**config.mk**
```make
export PLATFORM = sky130hd
export DESIGN_NAME = u409_cia_cycle
export DESIGN_NICKNAME = d
export VERILOG_FILES = /design/src/rtl/u409_cia_cycle.sv
export SDC_FILE = /design/constraint.sdc
export NUM_CORES = 1
export LEC_CHECK = 0
export ABC_AREA = 1
export BUFFER_PORTS_ARGS = -buffer_cell sky130_fd_sc_hd__buf_4
export CAP_MARGIN = 30
export CELL_PAD_IN_SITES_DETAIL_PLACEMENT = 1
export CELL_PAD_IN_SITES_GLOBAL_PLACEMENT = 1
export CORE_UTILIZATION = 39
export CTS_CLUSTER_SIZE = 10
export DETAILED_ROUTE_END_ITERATION = 16
export HOLD_SLACK_MARGIN = 0.06
export PLACE_DENSITY_LB_ADDON = 0.1
export SYNTH_ARGS = -nofsm -noshare
export SYNTH_HDL_FRONTEND = slang
export SYNTH_SLANG_ARGS = --single-unit
```
**constraint.sdc**
```tcl
create_clock -name CLK40 -period 1.9 [get_ports CLK40]
set_input_delay 0.095 -clock CLK40 [delete_from_list [all_inputs] [get_ports CLK40]]
set_output_delay 0.095 -clock CLK40 [all_outputs]
set_load 0.02 [all_outputs]
```
**src/rtl/u409_cia_cycle.sv**
```systemverilog
// CIA bus cycle responder: runs CPU transfers to CIA space as E-clock-synchronous 8520 cycles.
// Latency: TSn to TAn is (PERIOD-1-c)+PERIOD+1 clocks, or PERIOD-c with CIA_FAST_START_EN defined.
// Backpressure: none; one transfer at a time, TSn outside IDLE is ignored. Optional macro: CIA_FAST_START_EN.
module u409_cia_cycle #(
    parameter int E_LOW     = 34,
    parameter int E_HIGH    = 22,
    parameter int SETUP_MIN = 6
) (
    input  logic CLK40,
    input  logic RESET,
    input  logic TSn,
    input  logic CIA_SPACE,
    input  logic RnW,
    output logic E,
    output logic CIA_ENABLE,
    output logic RD_LE,
    output logic WR_OEn,
    output logic TAn
);

    localparam int          PERIOD   = E_LOW + E_HIGH;
    localparam logic [5:0]  CNT_LAST = 6'(PERIOD - 1);
    localparam logic [5:0]  CNT_PRE  = 6'(PERIOD - 2);
    // Latest counter value at which an immediate start still leaves SETUP_MIN clocks before E rises.
    localparam logic [5:0]  FAST_MAX = 6'(E_LOW - SETUP_MIN - 1);

`ifdef CIA_FAST_START_EN
    localparam logic FAST_EN = 1'b1;
`else
    localparam logic FAST_EN = 1'b0;
`endif

    typedef enum logic [1:0] {
        ST_IDLE   = 2'd0,
        ST_WAIT   = 2'd1,
        ST_ACTIVE = 2'd2,
        ST_TERM   = 2'd3
    } state_t;

    logic [5:0] cnt_q;
    logic [5:0] cnt_d;
    logic       e_q;
    state_t     state_q;
    logic       rnw_q;
    logic       cia_enable_q;
    logic       rd_le_q;
    logic       wr_oen_q;
    logic       tan_q;
    logic       req_ok;
    logic       start_now;

    // Next value of the free-running E counter.
    always_comb begin
        cnt_d = (cnt_q == CNT_LAST) ? 6'd0 : cnt_q + 6'd1;
    end

    // A request may go straight to ACTIVE when this edge is the period wrap,
    // or (fast start) when enough E-low time remains before E rises.
    always_comb begin
        req_ok    = !TSn && CIA_SPACE;
        start_now = (cnt_q == CNT_LAST) || (FAST_EN && (cnt_q <= FAST_MAX));
    end

    // E counter and registered E, aligned so E reflects the counter value of the same cycle.
    always_ff @(posedge CLK40) begin
        if (RESET) begin
            cnt_q <= 6'd0;
            e_q   <= 1'b0;
        end else begin
            cnt_q <= cnt_d;
            e_q   <= (cnt_d >= 6'(E_LOW));
        end
    end

    // Cycle FSM with registered outputs that follow the state being entered.
    always_ff @(posedge CLK40) begin
        if (RESET) begin
            state_q      <= ST_IDLE;
            rnw_q        <= 1'b1;
            cia_enable_q <= 1'b0;
            rd_le_q      <= 1'b0;
            wr_oen_q     <= 1'b1;
            tan_q        <= 1'b1;
        end else begin
            rd_le_q <= 1'b0;
            tan_q   <= 1'b1;
            case (state_q)
                ST_IDLE: begin
                    if (req_ok) begin
                        rnw_q <= RnW;
                        if (start_now) begin
                            state_q      <= ST_ACTIVE;
                            cia_enable_q <= 1'b1;
                            wr_oen_q     <= RnW;
                        end else begin
                            state_q <= ST_WAIT;
                        end
                    end
                end
                ST_WAIT: begin
                    if (cnt_q == CNT_LAST) begin
                        state_q      <= ST_ACTIVE;
                        cia_enable_q <= 1'b1;
                        wr_oen_q     <= rnw_q;
                    end
                end
                ST_ACTIVE: begin
                    // Latch read data in the last E-high clock, just before E falls.
                    if ((cnt_q == CNT_PRE) && rnw_q) begin
                        rd_le_q <= 1'b1;
                    end
                    if (cnt_q == CNT_LAST) begin
                        state_q      <= ST_TERM;
                        cia_enable_q <= 1'b0;
                        wr_oen_q     <= 1'b1;
                        tan_q        <= 1'b0;
                    end
                end
                default: begin
                    state_q <= ST_IDLE;
                end
            endcase
        end
    end

    assign E          = e_q;
    assign CIA_ENABLE = cia_enable_q;
    assign RD_LE      = rd_le_q;
    assign WR_OEn     = wr_oen_q;
    assign TAn        = tan_q;

endmodule

```
==> results of run 1 <==
[per-layer routing]
layer  up-vias  wire, um
li1        332         -
met1       302       778
met2        11       743
met3         2        48
met4         0        12
met5         -         0
[power groups by stage]
stage               combinational [mW]  clock, mW  sequential (mW)
floorplan                        0.331          0            0.374
finish                           0.442      0.217            0.367
global placement                 0.421          0            0.371
global route                     0.490      0.238            0.372
detailed placement               0.437          0            0.374
CTS                              0.446      0.227            0.367
[through the flow]
stage | setup slack (ps) | util [%]
3_3_place_gp | 408 | 48.1
6_report | 311 | 50.8
3_5_place_dp | 331 | 48.1
2_1_floorplan | 469 | -
4_1_cts | 306 | 50.8
5_1_grt | 242 | 50.8
[registers in the layout, summed over array words and instances (netlist names)]
signal      count
TAn             1
CIA_ENABLE      1
WR_OEn          1
E               1
state_q         2
rnw_q           1
RD_LE           1
cnt_q           6
[layout make-up]
cell class                      count  share of cell area [%]
Multi-Input combinational cell     64                    45.2
Sequential cell                    14                    31.6
Timing Repair Buffer               10                    8.76
Inverter                           16                    6.78
Clock buffer                        4                    4.10
Tap cell                           25                    3.53
[cells in the final DEF, fill, tap and decap left out]
cell	n
mux2i_1	1
o21ai_0	5
nand2_4	1
xnor2_1	1
nand2_2	1
a21oi_4	1
dfxtp_1	14
nor4_1	1
nor2_1	17
nor2_4	1
dlygate4sd3_1	1
a21boi_2	1
nand2_1	7
o211ai_1	1
o21bai_1	1
clkbuf_4	3
clkbuf_8	1
inv_2	2
inv_1	14
or2_2	2
a21oi_1	4
nand3_1	8
ha_1	7
nor3_2	1
buf_4	9
nand4_1	3
[cells by family after synthesis]
kind of cell / after synthesis
compound gates: 13
fa+ha+maj: 7
xor+xnor: 1
mux: 1
flops: 14
buf+inv: 16
simple gates: 42
[critical path, cell delays in order (launching register included)]
cell and delay, ps:
dfxtp_1 400, inv_1 100, ha_1 270, or2_2 320, a21oi_4 200, inv_2 50
nor2_1 100, nor2_1 50
[final timing paths]
check | from | to | slack (ps) | cells after the start
max | state_q[0] | state_q[1] | 310 | 7
min | RnW | rnw_q | 90 | 3
max reg2reg | state_q[0] | state_q[1] | 310 | 7
min reg2reg | WR_OEn | WR_OEn | 460 | 2
==> metrics.txt, run 1 <==
outcome finished clean; CTS sink count 14; synthesized area per cell 7.88 sq um; P per Cell Area 1160 mW/mm^2; synth-to-layout area growth 19.6%; sequential fraction of the synthesis area 37.8%; largest net degree at the start of global routing 9; Layout Skew 0.617 ps; internal power 0.634 mW; Final Instance Area 886 sq um; chip width 45.6 um; PostCTS Resize Cnt 0; TritonCTS buffer count 3; antenna diode count 0; endpoints failing hold 0; Switch Pwr 0.392 mW; Post-DRT Antenna Nets 0; wire per inst 11.9 um; synth top area cells dfxtp_1 (38%), ha_1 (12%), nor2_1 (8.6%); Max Fclk 629 MHz; Async S/R FF share, synth 0%; most common cell in the netlist nor2_1; max cap viols 0; top-area cell type share of the netlist area 37.8%; CP Capture Type register; share of cells above drive strength 1 21.3%; GPL Wtd Cong 0.756; Post-CTS Hold Fix Bufs 1; Die Ht 45.6 um; Detailed Place HPWL 1250 um; peak supply drop 0.453 mV; Worst-path clk slew 90 ps; Placed Instance Area 840 sq um; Pwr Total 1.03 mW; Clk pwr share 21.1%; main combinational cell family by area after synthesis simple AND/OR/NAND/NOR gates; Setup TNS 0 ps; Non-Filler Instances 133; EDFF count, synth 0; initial antenna violation count 0; post-CTS setup buffers 0; CORE AREA 0.00175 sq mm; number of remaining DRC errors 0; Synth Area in XOR/XNOR 1.18%; Critical Path RT 2080 ps; RSZ-0062 raised after global routing false; CTS tree built; Hold WS 90.2 ps; Switching Share 38.2%; Slew @ Worst Pin 245 ps; Clk Latency, worst-skew pair 280 ps; Min-Delay Path Class input pin to register; Period minus WS final 1590 ps; Post-Synth Adder-Cell Area 11.8%; Pre-Repair DR Iteration Count 4; first-pass GRT wire length 2630 um; Warnings, synthesis 0; WP data arrival 1770 ps; Lkg Pwr 0.432 nW; total die area 0.00208 sq mm; total number of vias 647; htree depth 1; CP Class register to register; Unique masters post-synth 22; Comb power frac 43.1%; DP Cell Count 128; post-synthesis cell count 94; total global-route track usage 17.9%; maximum buffer depth of the clock tree 2; Final nets 121; Buffers on Ports 9; GRT busiest layer met2; clk root buf clkbuf_4; Commonest cells post-synth nor2_1 (17), dfxtp_1 (14), inv_1 (14); met2 Track Usage GR 27.4%; endpoints failing setup 0; num rows 15; vias in the first global route 616; Final period util 83.6%; Boundary Pins 10; Compound-Gate Fraction of Synth Area 11.8%; most used flip-flop cell after synthesis dfxtp_1; global routing usage on met3 3.57%; area of the multi-input gates 400 sq um; Slew Viols, Final 0; Initial DRC Count 6; Reg area 280 sq um; met1 Resource Use GR 23.6%; routed vias/inst 4.86; drt total wl 1580 um; Synthesized Nets 106; Flop pwr share 35.8%; Synth Area in Simple Gates 27.9%; Max-slew headroom 83.5%; Fill cells 240; #FFs+latches synth 14; crit-path max FO 5; mux contribution to synthesized area 1.35%; Initial Utilization 42.4%; GRT overflow 0; Synth Cell Area 741 sq um; critical path launch point type register; Synth area leader dfxtp_1
(Power assumes the default switching activity.)
==> run 2: changes to the inputs <==
--- a/config.mk
+++ b/config.mk
@@ -5,12 +5,12 @@
 export SDC_FILE = /design/constraint.sdc
 export NUM_CORES = 1
 export LEC_CHECK = 0
-export ABC_AREA = 1
+export ABC_AREA = 0
 export BUFFER_PORTS_ARGS = -buffer_cell sky130_fd_sc_hd__buf_4
 export CAP_MARGIN = 30
 export CELL_PAD_IN_SITES_DETAIL_PLACEMENT = 1
 export CELL_PAD_IN_SITES_GLOBAL_PLACEMENT = 1
-export CORE_UTILIZATION = 39
+export CORE_UTILIZATION = 42
 export CTS_CLUSTER_SIZE = 10
 export DETAILED_ROUTE_END_ITERATION = 16
 export HOLD_SLACK_MARGIN = 0.06
==> constraint.sdc (replaced) <==
create_clock -name CLK40 -period 1.57 [get_ports CLK40]
set_input_delay 0.0785 -clock CLK40 [delete_from_list [all_inputs] [get_ports CLK40]]
set_output_delay 0.0785 -clock CLK40 [all_outputs]
set_load 0.02 [all_outputs]
==> run 2 against run 1 <==
- synthesized cell count decreased by 8.5%
- global-route usage up 3.3 points
- clock-buffer cell count unchanged
==> metrics.txt, run 2 <==
Critical Path Start state_q[1]; Slew @ Worst Pin 376 ps; RR Endpoint state_q[0]; Post-DRT Antenna Nets 0; Pre-Repair DR Iteration Count 4; Critical Path RT 1750 ps; Async S/R FF share, synth 0%; Clk Latency, worst-skew pair 280 ps; Slew Viols, Final 0; critical-path cell list inv_1 -> ha_4 -> inv_1 -> o221ai_1 -> nor3_1 -> a32o_1; Largest regs cnt_q (6), state_q (2); Warnings, synthesis 0; Detailed Place HPWL 1410 um; main combinational cell family by area after synthesis simple AND/OR/NAND/NOR gates; mux contribution to synthesized area 2.53%; Period minus WS final 1540 ps; Lkg Pwr 0.460 nW; Synthesized Nets 98; htree depth 1; register-to-register setup slack 30 ps; num rows 15; Critical Path End state_q[0]; commonest non-fill, non-tap cells in the layout buf_4 (14), dfxtp_1 (12), nor2_1 (10), inv_1 (7), nand2_1 (6); top-area cell type share of the netlist area 35.4%; first-pass GRT wire length 3020 um; largest net degree at the start of global routing 14; Max Fclk 651 MHz; Initial DRC Count 12; clk root buf clkbuf_4; initial antenna violation count 0; CP Class register to register; max cap viols 0; Synth Cell Area 792 sq um; total die area 0.00206 sq mm; Final period util 97.8%; Fill cells 216; Initial Utilization 45.4%; Synth Area in Simple Gates 23.7%; total global-route track usage 21.2%; number of flip-flops under the largest register name 6; Post-Synth Adder-Cell Area 11.1%; Final nets 118; Hold WS 166 ps; #FFs+latches synth 14; Synth Area in XOR/XNOR 3.32%; CP Capture Type register; Synth area leader dfxtp_1; synthesized area per cell 9.21 sq um; slowest cell on the critical path dfxtp_2; Min-Delay Path Class input pin to register; Final Instance Area 0.00101 sq mm; Largest Register cnt_q; most used flip-flop cell after synthesis dfxtp_1; cell repeated most along the worst path inv_1; P per Cell Area 1090 mW/mm^2; pre-CTS setup slack -61.6 ps; DP Cell Count 124; most common cell in the netlist dfxtp_1; total number of vias 662; Commonest cells post-synth dfxtp_1 (14), nor2_1 (10), ha_1 (7), inv_1 (7), nand2_1 (6); Worst-path clk slew 90 ps; routed vias/inst 5.09; number of remaining DRC errors 0; crit-path max FO 8; outcome finished clean; peak supply drop 0.629 mV; Layout Skew 3.78 ps; RSZ-0062 raised after global routing true; EDFF count, synth 0; drt total wl 1960 um; Setup TNS 0 ps; GRT overflow 0; Crit path largest cell delay 350 ps; share of cells above drive strength 1 28.6%; post-synthesis cell count 86; endpoints failing setup 0; Worst Reg-to-Reg Cells 6; CTS sink count 14; endpoints failing hold 0; antenna diode count 0; chip width 45.4 um; Boundary Pins 10; synth-to-layout area growth 27.5%; Setup WS post-layout 34.6 ps; Die Ht 45.4 um; critical path launch point type register; TritonCTS buffer count 3; Non-Filler Instances 130; post-CTS setup buffers 0; synth top area cells dfxtp_1 (35%), ha_1 (11%), nor2_1 (4.7%); reg-to-reg critical path startpoint state_q[1]; CTS tree built; GPL Wtd Cong 0.901; CORE AREA 0.00175 sq mm; Placed Instance Area 925 sq um; vias in the first global route 666; Compound-Gate Fraction of Synth Area 20.2%; maximum buffer depth of the clock tree 2; Unique masters post-synth 33; Buffers on Ports 9; wire per inst 15.1 um; WP data arrival 1710 ps; sequential fraction of the synthesis area 35.4%; Max-slew headroom 74.9%; most common cell after layout, fill and taps aside buf_4
[run 2: cell types whose count changed after synthesis, sizes merged, moves of 3 or more]
cell,before,now
nand3,8,2
nand4,3,0
nor3,1,5
inv,16,7
nor2,18,11
[run 2: cells by family (layout without fill, tap and decap cells)]
kind of cell | Yosys count | in the layout
XOR/XNOR | 3 | 3
multiplexers | 2 | 2
adder cells (fa/ha/maj) | 7 | 7
AND/OR/NAND/NOR | 33 | 33
flip-flops | 14 | 14
AO/OA/AOI/OAI | 19 | 19
buffers and inverters | 8 | 27
[run 2: routing by layer]
metal,vias to the layer above,share of wire (%),GRT usage [%]
met1,306,47,27.6
met3,2,2.5,3.97
met2,8,50,33.1
met4,0,0.71,10.9
li1,346,-,-
met5,-,0,0
[run 2: cell type report]
type / count / area (sq um) / share of cell area [%]
repair buffers: 16 / 125 / 12.4
flip-flops and latches: 14 / 283 / 28.0
clock buffers: 4 / 36.3 / 3.59
multi-input cells: 64 / 508 / 50.3
well taps: 25 / 31.3 / 3.10
inverters: 7 / 26.3 / 2.60
[run 2: through the flow]
| stage | power [mW] | utilization [%] |
|---|---|---|
| 2_1_floorplan | 0.659 | - |
| 3_3_place_gp | 0.751 | 53.0 |
| 3_5_place_dp | 0.766 | 53.0 |
| 4_1_cts | 1.06 | 56.3 |
| 5_1_grt | 1.16 | 57.8 |
| 6_report | 1.10 | 57.8 |
[run 2: critical path: cells and delay by family, from the launching register on]
kind	cells	cell delay (ps)
adders and majority gates	1	230
AOI/OAI and AO/OA	2	530
DFF	1	350
buffers and inverters	2	240
and+or+nand+nor	1	80
[run 2: power by group]
| part | total [mW] | internal [mW] | switching (mW) |
|---|---|---|---|
| Combinational | 0.421 | 0.189 | 0.232 |
| Sequential | 0.416 | 0.386 | 0.0293 |
| Clock | 0.263 | 0.141 | 0.122 |
[run 2: worst min path at each step]
| stage | startpoint | slack (ps) | depth (start not counted) | endpoint |
|---|---|---|---|---|
| floorplan | RESET | 150 | 1 | E |
| global placement | RnW | 300 | 3 | rnw_q |
| detailed placement | RnW | 310 | 3 | rnw_q |
| CTS | TSn | 150 | 5 | rnw_q |
| global route | TSn | 170 | 5 | rnw_q |
| finish | TSn | 170 | 5 | rnw_q |
[run 2: timing repair]
action                                  CTS  global route
pin swaps                                 0             1
endpoints found under the setup margin    1             4
endpoints found under the hold margin     3             0
resized for setup                         2             7
cloned                                    0             0
hold buffers                              2             0
